[config.mk]
export PLATFORM = sky130hd
export DESIGN_NAME = bounce_generator_flat
export DESIGN_NICKNAME = d
export VERILOG_FILES = /design/src/rtl/bounce_generator_if.sv /design/src/rtl/bounce_generator.sv /design/src/flat_wrapper.sv
export SDC_FILE = /design/constraint.sdc
export NUM_CORES = 1
export LEC_CHECK = 0
export CAP_MARGIN = 0
export CORE_ASPECT_RATIO = 1.5
export CORE_MARGIN = 2
export CORE_UTILIZATION = 51
export DETAILED_ROUTE_END_ITERATION = 10
export PLACE_DENSITY = 0.79
export SLEW_MARGIN = 30
export SYNTH_ARGS = -nofsm -noshare
export SYNTH_HDL_FRONTEND = slang
export SYNTH_SLANG_ARGS = --single-unit
[constraint.sdc]
create_clock -name clk -period 5.1 [get_ports clk]
set_input_delay 1.02 -clock clk [delete_from_list [all_inputs] [get_ports clk]]
set_output_delay 1.02 -clock clk [all_outputs]
set_load 0.01 [all_outputs]
[src/rtl/bounce_generator_if.sv]
// Handshake and output bundle between a bounce_generator and whoever drives it.
interface bounce_generator_if;
    logic start;
    logic target_level;
    logic btn_output;
    logic busy;
    logic done;

    modport master (
        output start,
        output target_level,
        input  btn_output,
        input  busy,
        input  done
    );

    modport slave (
        input  start,
        input  target_level,
        output btn_output,
        output busy,
        output done
    );
endinterface

[src/rtl/bounce_generator.sv]
// Contact-bounce emulator: moves btn_output to a requested level through a
// pseudo-random burst, then holds the level clean for a settle window.
//
// state     | meaning
// ----------+----------------------------------------------------------
// ST_IDLE   | level held, waiting for start
// ST_BOUNCE | btn_output follows LFSR bit 0, counting down the burst
// ST_SETTLE | btn_output = tgt_q, counting down the clean hold window
module bounce_generator #(
    parameter int unsigned BOUNCE_CYCLES = 64,
    parameter int unsigned SETTLE_CYCLES = 2048,
    parameter logic [15:0] LFSR_SEED     = 16'hACE1
) (
    input  logic               clk,
    input  logic               reset,
    bounce_generator_if.slave  bus
);

    localparam int unsigned CNT_MAX = (BOUNCE_CYCLES > SETTLE_CYCLES) ? BOUNCE_CYCLES : SETTLE_CYCLES;
    localparam int unsigned CNT_W   = $clog2(CNT_MAX + 1);
    localparam logic [15:0] SEED    = (LFSR_SEED == 16'h0000) ? 16'h0001 : LFSR_SEED;

    // Counters hold "edges remaining after this one", so each phase lasts
    // exactly its parameter in cycles.
    localparam logic [CNT_W-1:0] BOUNCE_LOAD = CNT_W'(BOUNCE_CYCLES - 1);
    localparam logic [CNT_W-1:0] SETTLE_LOAD = CNT_W'(SETTLE_CYCLES - 1);

    typedef enum logic [1:0] {
        ST_IDLE,
        ST_BOUNCE,
        ST_SETTLE
    } state_t;

    state_t           state_q;
    logic [15:0]      lfsr_q;
    logic [15:0]      lfsr_d;
    logic [CNT_W-1:0] cnt_q;
    logic             tgt_q;
    logic             btn_q;
    logic             busy_q;
    logic             done_q;

    // Galois right-shift LFSR step, taps 16'hB400.
    always_comb begin
        lfsr_d = {1'b0, lfsr_q[15:1]} ^ (lfsr_q[0] ? 16'hB400 : 16'h0000);
    end

    // Sequencer: state, counter, LFSR and all registered outputs.
    always_ff @(posedge clk) begin
        if (reset) begin
            state_q <= ST_IDLE;
            lfsr_q  <= SEED;
            cnt_q   <= '0;
            tgt_q   <= 1'b0;
            btn_q   <= 1'b0;
            busy_q  <= 1'b0;
            done_q  <= 1'b0;
        end else begin
            done_q <= 1'b0;
            case (state_q)
                ST_IDLE: begin
                    if (bus.start) begin
                        tgt_q  <= bus.target_level;
                        busy_q <= 1'b1;
                        if (bus.target_level != btn_q) begin
                            // First burst value is registered on the accept
                            // edge so the burst fills exactly BOUNCE_CYCLES
                            // output cycles with BOUNCE_CYCLES LFSR steps.
                            lfsr_q  <= lfsr_d;
                            btn_q   <= lfsr_d[0];
                            cnt_q   <= BOUNCE_LOAD;
                            state_q <= ST_BOUNCE;
                        end else begin
                            cnt_q   <= SETTLE_LOAD;
                            state_q <= ST_SETTLE;
                        end
                    end
                end
                ST_BOUNCE: begin
                    if (cnt_q == '0) begin
                        btn_q   <= tgt_q;
                        cnt_q   <= SETTLE_LOAD;
                        state_q <= ST_SETTLE;
                    end else begin
                        lfsr_q <= lfsr_d;
                        btn_q  <= lfsr_d[0];
                        cnt_q  <= cnt_q - 1'b1;
                    end
                end
                ST_SETTLE: begin
                    if (cnt_q == '0) begin
                        busy_q  <= 1'b0;
                        done_q  <= 1'b1;
                        state_q <= ST_IDLE;
                    end else begin
                        cnt_q <= cnt_q - 1'b1;
                    end
                end
                default: begin
                    state_q <= ST_IDLE;
                end
            endcase
        end
    end

    assign bus.btn_output = btn_q;
    assign bus.busy       = busy_q;
    assign bus.done       = done_q;

endmodule

[src/flat_wrapper.sv]
// flat-port wrapper written by rule: the top's interface ports become plain ports
module bounce_generator_flat 
#(
    parameter int unsigned BOUNCE_CYCLES = 64,
    parameter int unsigned SETTLE_CYCLES = 2048,
    parameter logic [15:0] LFSR_SEED     = 16'hACE1
)
  (clk, reset, bus_start, bus_target_level, bus_btn_output, bus_busy, bus_done);
  bounce_generator_if bus_i ();
  input  logic clk;
  input  logic reset;
  input wire logic [$bits(bus_i.start)-1:0] bus_start;
  input wire logic [$bits(bus_i.target_level)-1:0] bus_target_level;
  output wire logic [$bits(bus_i.btn_output)-1:0] bus_btn_output;
  output wire logic [$bits(bus_i.busy)-1:0] bus_busy;
  output wire logic [$bits(bus_i.done)-1:0] bus_done;
  assign bus_i.start = bus_start;
  assign bus_i.target_level = bus_target_level;
  assign bus_btn_output = bus_i.btn_output;
  assign bus_busy = bus_i.busy;
  assign bus_done = bus_i.done;
  bounce_generator #(.BOUNCE_CYCLES(BOUNCE_CYCLES), .SETTLE_CYCLES(SETTLE_CYCLES), .LFSR_SEED(LFSR_SEED)) u_core (.clk(clk), .reset(reset), .bus(bus_i));
endmodule
==> results of run 1 <==
[sequential cells by signal, summed over array words and instances (netlist names)]
name                   count
u_core.bus.btn_output      1
u_core.bus.busy            1
u_core.bus.done            1
u_core.cnt_q              12
u_core.lfsr_q             16
u_core.state_q             2
u_core.tgt_q               1
[synthesized netlist by cell type (3+ instances only)]
library cell / number
nor4_1: 4
o211ai_1: 4
o21ai_0: 14
clkbuf_1: 13
nor3_1: 9
a211o_1: 8
xnor2_1: 4
o31ai_1: 5
a311oi_1: 7
nor3b_1: 3
a21oi_1: 23
nand3_1: 8
dfxtp_1: 34
and3_1: 6
ha_1: 5
or4_1: 3
nand4_1: 3
nand2_1: 7
nor2_1: 14
inv_1: 8
[stage by stage]
stage	instances	util (%)
4_1_cts	263	57.91
3_3_place_gp	255	54.10
2_1_floorplan	219	-
3_5_place_dp	255	54.10
6_report	263	57.91
5_1_grt	263	57.91
[where the power goes]
| part | internal [mW] | switching, mW | leakage, nW |
|---|---|---|---|
| combinational | 0.286 | 0.434 | 0.395 |
| clock | 0.196 | 0.104 | 0.0683 |
| sequential | 0.352 | 0.0896 | 0.280 |
[final cells by class]
cell class / instances / area share, %
multi-input cells: 162 / 53.32
flip-flops and latches: 34 / 32.52
inverters: 8 / 1.435
clock inverters: 3 / 3.288
well taps: 43 / 2.570
clock buffers: 5 / 3.288
repair buffers: 8 / 3.586
[critical path: stages]
cell and delay, ps:
clkdlybuf4s50_1 490, nor2b_1 100, a21oi_1 790, o211ai_1 190
a221oi_1 280
[kinds of logic (layout without fill, tap and decap cells)]
logic type	after synthesis	count (layout)	synth area share, %
AOI/OAI and AO/OA	80	80	29.53
and+or+nand+nor	73	73	24.13
DFF	34	34	35.86
buffers and inverters	23	24	5.340
adders and majority gates	5	5	3.296
xor gates and xnor gates	4	4	1.846
[worst paths after layout]
| path | from | to | slack [ps] | cells past startpoint |
|---|---|---|---|---|
| setup / recovery | bus_start | u_core.cnt_q[5] | 2430 | 5 |
| hold / removal | u_core.lfsr_q[7] | u_core.lfsr_q[7] | 460 | 1 |
| setup reg to reg | u_core.cnt_q[0] | u_core.lfsr_q[11] | 2650 | 6 |
| hold reg to reg | u_core.lfsr_q[7] | u_core.lfsr_q[7] | 460 | 1 |
[per-layer routing]
layer,vias to the layer above,track usage [%]
li1,840,-
met1,807,28.85
met2,50,36.34
met3,10,4.511
met4,0,6.923
met5,-,0
[layout by cell type, fill, tap and decap left out, types with 2 or more instances in the layout]
cell type / Yosys / layout
clkbuf_8: 0 / 5
a31oi_1: 2 / 2
nand2_1: 7 / 7
o211ai_1: 4 / 4
a211o_1: 8 / 8
o31ai_1: 5 / 5
nor3b_1: 3 / 3
nand2b_1: 2 / 2
a21oi_1: 23 / 23
and3_1: 6 / 6
dfxtp_1: 34 / 34
inv_1: 8 / 8
a311oi_1: 7 / 7
xnor2_1: 4 / 4
a211oi_1: 2 / 2
o31a_1: 2 / 2
nor2_1: 14 / 14
buf_4: 0 / 2
bufinv_16: 0 / 2
a21boi_0: 2 / 2
clkdlybuf4s50_1: 0 / 6
nor3_1: 9 / 9
o41ai_1: 2 / 2
ha_1: 5 / 5
nor4_4: 2 / 2
nor4_1: 4 / 4
o21ai_0: 14 / 14
nand3_1: 8 / 8
and2_1: 2 / 2
nand4_1: 3 / 3
or4_1: 3 / 3
==> results.yml, run 1 <==
run_status:
  outcome: "completed"
clock_network:
  cts_root_buf: "clkbuf_8"
  postCtsSetupBuffers: 0
  clk_latency_ps: 290
  clock-sinks: 34
  cts_buffers: 5
  holdBufCountCts: 0
  cts_tree: "yes"
  cts_resized: 0
  cts.path.max_buffers: 2
  clk_pin_slew_ps: 70
  htree_levels: 2
pwr:
  power_mw: 1.461
  p_per_area_mw_per_mm2: 697.9
  irDropWorstVdd_mv: 0.3822
  p_leak_nw: 0.7436
floorplan:
  die_x_microns: 53.81
  io_pins: 7
  die_area_sq_mm: 0.004236
  start_util_pct: 52.51
  fp.dieH_microns: 78.72
  fp.coreArea_sq_mm: 0.003615
  rows: 27
detailed_routing:
  drt_iter0_drc: 127
  drc: 0
  highest_layer: "met4"
  wire_per_inst_microns: 15.60
  ant_nets: 0
  viasPerCell: 6.490
  firstDrtPassIters: 4
  met2WireLength_microns: 2090
  wl_met1_microns: 1731
  vias: 1707
  drt_wl_total_microns: 4103
  detailroute.wirelength.met3_microns: 197
timing:
  slew_violations: 0
  slew_headroom_pct: 32.89
  fin_ws_ps: 2433
  rsz0062_at_grt: "no"
  setup_viol: 0
  fin_crit_ps: 2667
  tns_ps: 0
  clock.fmax_ghz: 0.3750
  skew_ps: 3.616
  period_share_pct: 52.29
  worst_pin_slew_ps: 1007
  final-hold-violation-count: 0
  hold-worst-slack_ps: 460.3
logic_synthesis:
  synth_nets: 228
  yosysWarnings: 0
  synth_top_area_cell: "dfxtp_1"
  syn_inst: 219
  synth.distinct_cells: 48
  synth_area_leaders: "dfxtp_1 36%, a21oi_1 6.1%, a211o_1 3.7%, o21ai_0 3.7%, ha_1 3.3%"
  ys_seq_area_share_pct: 35.86
  ys_ff_latch: 34
  ys_async_sr_fraction_pct: 0
  synth_edf_count: 0
  synthFlopType: "dfxtp_1"
  synth_area_per_cell_sq_um: 8.667
  syn_area_sq_mm: 0.001898
  yosysTopAreaCellShare_pct: 35.86
placed_design:
  placed_area_sq_mm: 0.001956
  pre_cts_slack_ps: 2132
  globalplace.congestion: 0.8564
  port_buffers: 6
  detailed_place_hpwl_microns: 2764
grt:
  grt_max_degree: 26
  grt_use_total_pct: 22.31
  grt_overflow: 0
  grt_pass1_wl_microns: 7210
  grt_pass1_vias: 1579
  antenna_found_initial: 0
final_layout:
  multi_input_area_sq_mm: 0.001116
  drive_above_1_share_pct: 9.091
  syn_to_final_growth_pct: 10.28
  ff_latch_area_sq_um: 680.7
  n_antenna_cell: 0
  fillers: 309
  final_area_sq_mm: 0.002093
  fin_nets: 228
critical_path:
  end_kind: "flip-flop"
  cp_max_fo: 12
  crit_type: "primary input to flip-flop"
  cp.required_ps: 5300
  critPathArrivalTime_ps: 2870
  cp-start-kind: "primary input"
hold_path:
  hold_class: "flip-flop to flip-flop"
flow_run:
  maxCapViolCount: 0
Power figures use the tool's default switching activity.
==> run 2: changes to the inputs <==
==> constraint.sdc (replaced) <==
create_clock -name clk -period 2.7 [get_ports clk]
set_input_delay 0.54 -clock clk [delete_from_list [all_inputs] [get_ports clk]]
set_output_delay 0.54 -clock clk [all_outputs]
set_load 0.01 [all_outputs]
==> run 2 against run 1 <==
Sequential share of layout area increased by 0.20 points. Critical path depth decreased by 1. Clock-buffer cell count up 1. Highest routed layer unchanged. Clock power increased by 31%. Global-route usage is 0.74 points lower. Cell count grew 1.5%. Setup slack worse by 1900 ps.
==> results.yml, run 2 (synthesis results as in run 1) <==
detailed_routing:
  drt_wl_total_microns: 4099
  firstDrtPassIters: 4
  ant_nets: 0
  drc: 0
  vias: 1685
  viasPerCell: 6.311
  drt_iter0_drc: 51
  wire_per_inst_microns: 15.35
timing:
  fin_crit_ps: 2203
  period_share_pct: 81.60
  setup_viol: 0
  clock.fmax_ghz: 0.4539
  slew_headroom_pct: 61.90
  slew_violations: 0
  tns_ps: 0
  skew_ps: 3.155
  worst_pin_slew_ps: 569.8
  rsz0062_at_grt: "no"
  final-hold-violation-count: 0
placed_design:
  globalplace.congestion: 0.8288
  port_buffers: 6
  placed_area_sq_mm: 0.001986
  detailed_place_hpwl_microns: 2797
clock_network:
  clock-sinks: 34
  postCtsSetupBuffers: 0
  holdBufCountCts: 0
  cts_root_buf: "clkbuf_8"
  clk_pin_slew_ps: 70
  cts_buffers: 5
  htree_levels: 2
  cts.path.max_buffers: 2
  clk_latency_ps: 280
  cts_tree: "yes"
  cts_resized: 0
critical_path:
  crit_type: "flip-flop to flip-flop"
  cp_max_fo: 11
  crit_family: "compound AO/OA/AOI/OAI gates"
  crit_buf_inv: 0
  cp.required_ps: 2890
  max_stage_delay_ps: 680
  cpMaxStageDelayCell: "or4_4"
  r2r_start: "u_core.cnt_q[4]"
  crit_start: "u_core.cnt_q[4]"
  end_kind: "flip-flop"
  cp_cell_sequence: "or4_4, o41ai_4, o211ai_1, a221oi_1"
  critPathArrivalTime_ps: 2390
  cp-start-kind: "flip-flop"
final_layout:
  n_antenna_cell: 0
  fin_nets: 232
  reg_top3: "u_core.lfsr_q: 16 flops, u_core.cnt_q: 12 flops, u_core.state_q: 2 flops"
  drive_above_1_share_pct: 10.71
  syn_to_final_growth_pct: 9.625
  layout_common_cells: "34 x dfxtp_1, 23 x a21oi_1, 14 x o21ai_0, 14 x nor2_1, 9 x nor3_1"
  regMostFlops: "u_core.lfsr_q"
  largest_register_ffs: 16
  final_area_sq_mm: 0.002081
  layout_commonest_cell: "dfxtp_1"
floorplan:
  io_pins: 7
  fp.coreArea_sq_mm: 0.003615
  rows: 27
  die_x_microns: 53.81
  start_util_pct: 52.51
  die_area_sq_mm: 0.004236
  fp.dieH_microns: 78.72
pwr:
  p_per_area_mw_per_mm2: 1260
  p_leak_nw: 0.7403
  irDropWorstVdd_mv: 0.8093
hold_path:
  min-delay-start: "u_core.lfsr_q[6]"
  hold_class: "flip-flop to flip-flop"
grt:
  grt_pass1_vias: 1544
  grt_overflow: 0
  grt_max_degree: 35
  antenna_found_initial: 0
  grt_pass1_wl_microns: 6982
  grt_use_total_pct: 21.57
flow_run:
  maxCapViolCount: 0
run_status:
  outcome: "completed"
[run 2: worst paths after layout]
kind	to	slack, ps	depth (start not counted)
worst min register to register	u_core.lfsr_q[6]	460	1
worst max register to register	u_core.cnt_q[5]	500	4
worst max-delay path	u_core.cnt_q[5]	500	4
worst min-delay path	u_core.lfsr_q[6]	460	1
[run 2: routing by layer]
metal  up-vias  global-route usage, %  routed length, microns
met1       807                  27.78                    1873
met4         0                  7.436                      57
met3         6                  3.947                      90
met2        21                  35.12                    2078
li1        851                      -                       -
met5         -                      0                       0
[run 2: power breakdown]
group	switching, mW	internal [mW]	total [mW]
logic	0.819	0.575	1.39
registers	0.168	0.664	0.833
clock network	0.190	0.205	0.394
total	1.18	1.44	2.62
[run 2: final cells by class]
cell class              count  area (sq um)
multi-input cells         162          1116
flip-flops and latches     34         680.7
inverters                   8         30.03
repair buffers             12         105.1
fillers                   319          1534
clock buffers               6         82.58
clock inverters             2         12.51
well taps                  43         53.80
[run 2: per-stage QoR]
step	total power, mW	utilization (%)	std cells	setup WS (ps)	hold WS [ps]
3_5_place_dp	2.220	54.93	259	461.7	440.7
2_1_floorplan	1.926	-	219	722.0	426.8
4_1_cts	2.619	57.56	267	512.9	457.9
3_3_place_gp	2.195	54.93	259	499.9	434.2
6_report	2.621	57.56	267	496.8	459.3
5_1_grt	2.822	57.56	267	379.8	477.3
[run 2: worst register-to-register path, delay by kind of cell, from the launching register on]
kind               cells  cell delay (ps)
AOI/OAI and AO/OA      3             1030
DFF                    1              400
and+or+nand+nor        1              680
==> run 3: changes to the inputs <==
--- a/config.mk
+++ b/config.mk
@@ -10,7 +10,7 @@
 export CORE_MARGIN = 2
 export CORE_UTILIZATION = 51
 export DETAILED_ROUTE_END_ITERATION = 10
-export PLACE_DENSITY = 0.79
+export PLACE_DENSITY = 0.82
 export SLEW_MARGIN = 30
 export SYNTH_ARGS = -nofsm -noshare
 export SYNTH_HDL_FRONTEND = slang
==> constraint.sdc (replaced) <==
create_clock -name clk -period 1.9 [get_ports clk]
set_input_delay 0.38 -clock clk [delete_from_list [all_inputs] [get_ports clk]]
set_output_delay 0.38 -clock clk [all_outputs]
set_load 0.01 [all_outputs]
==> run 3 against run 2 <==
The run now ends with setup timing left. Via count up 17%. Sequential power up 33%. Critical path depth up 3. Total power up 80%. Critical endpoint is now u_core.cnt_q[1].
==> results.yml, run 3 (synthesis results as in run 1) <==
run_status:
  outcome: "finished with violations"
  violations: "setup timing"
detailed_routing:
  drc: 0
  firstDrtPassIters: 4
  viasPerCell: 6.436
  ant_nets: 0
  vias: 1976
  drt_wl_total_microns: 5503
  drt_iter0_drc: 66
  wire_per_inst_microns: 17.93
critical_path:
  crit_type: "flip-flop to flip-flop"
  end_kind: "flip-flop"
  cp.required_ps: 2110
  cp-start-kind: "flip-flop"
  cp_max_fo: 5
  critPathArrivalTime_ps: 2160
  rr_worst_depth: 7
grt:
  antenna_found_initial: 0
  grt_max_degree: 24
  grt_overflow: 0
  grt_pass1_vias: 2003
  grt_pass1_wl_microns: 8721
  grt_use_total_pct: 27.53
timing:
  final-hold-violation-count: 0
  skew_ps: 7.542
  period_share_pct: 102.6
  rsz0062_at_grt: "yes"
  slew_violations: 0
  fin_ws_ps: -48.77
  slew_headroom_pct: 71.69
  clock.fmax_ghz: 0.5131
  setup_viol: 7
  worst_pin_slew_ps: 421.3
  fin_crit_ps: 1949
pwr:
  power_mw: 4.715
  power_frac_comb_pct: 61.8
  irDropWorstVdd_mv: 1.224
  switching_share_pct: 43.28
  p_per_area_mw_per_mm2: 1883
  seqPwrFrac_pct: 23.6
  power_switching_mw: 2.041
  clkPwrFrac_pct: 14.5
  p_int_mw: 2.674
  p_leak_nw: 0.9601
clock_network:
  clock-sinks: 34
  htree_levels: 2
  cts.path.max_buffers: 2
  cts_buffers: 5
  clk_latency_ps: 300
  clk_pin_slew_ps: 80
  cts_tree: "yes"
  cts_root_buf: "clkbuf_8"
final_layout:
  layout_commonest_cell: "buf_4"
  layout_common_cells: "40 x buf_4, 31 x dfxtp_1, 23 x a21oi_1"
  fin_nets: 272
  regMostFlops: "u_core.lfsr_q"
  n_antenna_cell: 0
  largest_register_ffs: 16
  reg_top3: "u_core.lfsr_q: 16 flops, u_core.cnt_q: 12 flops, u_core.state_q: 2 flops"
  utilization_pct: 69.26
  syn_to_final_growth_pct: 31.91
  fillers: 256
  drive_above_1_share_pct: 30.68
flow_run:
  maxCapViolCount: 0
hold_path:
  whs_path_depth: 1
  hold_class: "flip-flop to flip-flop"
floorplan:
  io_pins: 7
  start_util_pct: 52.51
  rows: 27
  die_area_sq_mm: 0.004236
  fp.dieH_microns: 78.72
  fp.coreArea_sq_mm: 0.003615
  die_x_microns: 53.81
placed_design:
  detailed_place_hpwl_microns: 3656
  port_buffers: 6
  globalplace.congestion: 0.9446
[run 3: worst paths after layout]
kind | slack (ps) | startpoint | endpoint
max | -50 | u_core.cnt_q[0] | u_core.cnt_q[1]
min | 470 | u_core.lfsr_q[7] | u_core.lfsr_q[7]
max reg2reg | -50 | u_core.cnt_q[0] | u_core.cnt_q[1]
min reg2reg | 470 | u_core.lfsr_q[7] | u_core.lfsr_q[7]
[run 3: power by group through the flow]
| stage | combinational [mW] | sequential [mW] | clock (mW) |
|---|---|---|---|
| 6_report | 2.92 | 1.11 | 0.685 |
| 3_3_place_gp | 2.45 | 1.10 | 0 |
| 3_5_place_dp | 2.52 | 1.12 | 0 |
| 2_1_floorplan | 1.63 | 1.12 | 0 |
| 4_1_cts | 2.62 | 1.10 | 0.691 |
| 5_1_grt | 3.12 | 1.14 | 0.714 |
[run 3: repair_timing]
item,4_1_cts,5_1_grt
hold buffers,0,0
setup endpoints to repair,15,25
resized for setup,4,22
setup buffers,5,2
pin swaps,1,14
cloned,0,0
[run 3: layout make-up]
type,count,area (sq um),area share (%)
Multi-Input combinational cell,162,1194,47.68
Sequential cell,34,684.4,27.34
Timing Repair Buffer,52,427.9,17.09
Clock buffer,5,68.82,2.749
Tap cell,43,53.80,2.149
Clock inverter,3,45.04,1.799
Inverter,8,30.03,1.199
[run 3: per-stage QoR]
stage / instance area [sq um] / setup slack, ps / cells / TNS (ps) / hold WS [ps]
6_report: 2504 / -48.77 / 307 / -189.6 / 466.8
5_1_grt: 2504 / -143.6 / 307 / -1079 / 484.0
4_1_cts: 2410 / -36.41 / 305 / -75.95 / 469.5
3_5_place_dp: 2238 / -73.37 / 292 / -518.2 / 453.7
3_3_place_gp: 2238 / -46.15 / 292 / -208.3 / 438.4
2_1_floorplan: 1903 / -20.30 / 219 / -20.30 / 426.8
[run 3: critical path, stage by stage, from the launching register on]
cell and delay (ps):
dfxtp_2 330, inv_2 70, ha_4 140, or4b_4 530, o41ai_4 350, buf_4 190, nor2_2 40, a211oi_2 200
[run 3: layer usage]
layer  up-vias  part of all wire (%)  GRT usage, %
met2        73                    53         48.41
met4         0                   4.2         17.18
met3        23                   3.9         4.699
met5         -                     0             0
met1       948                    38         28.59
li1        932                     -             -
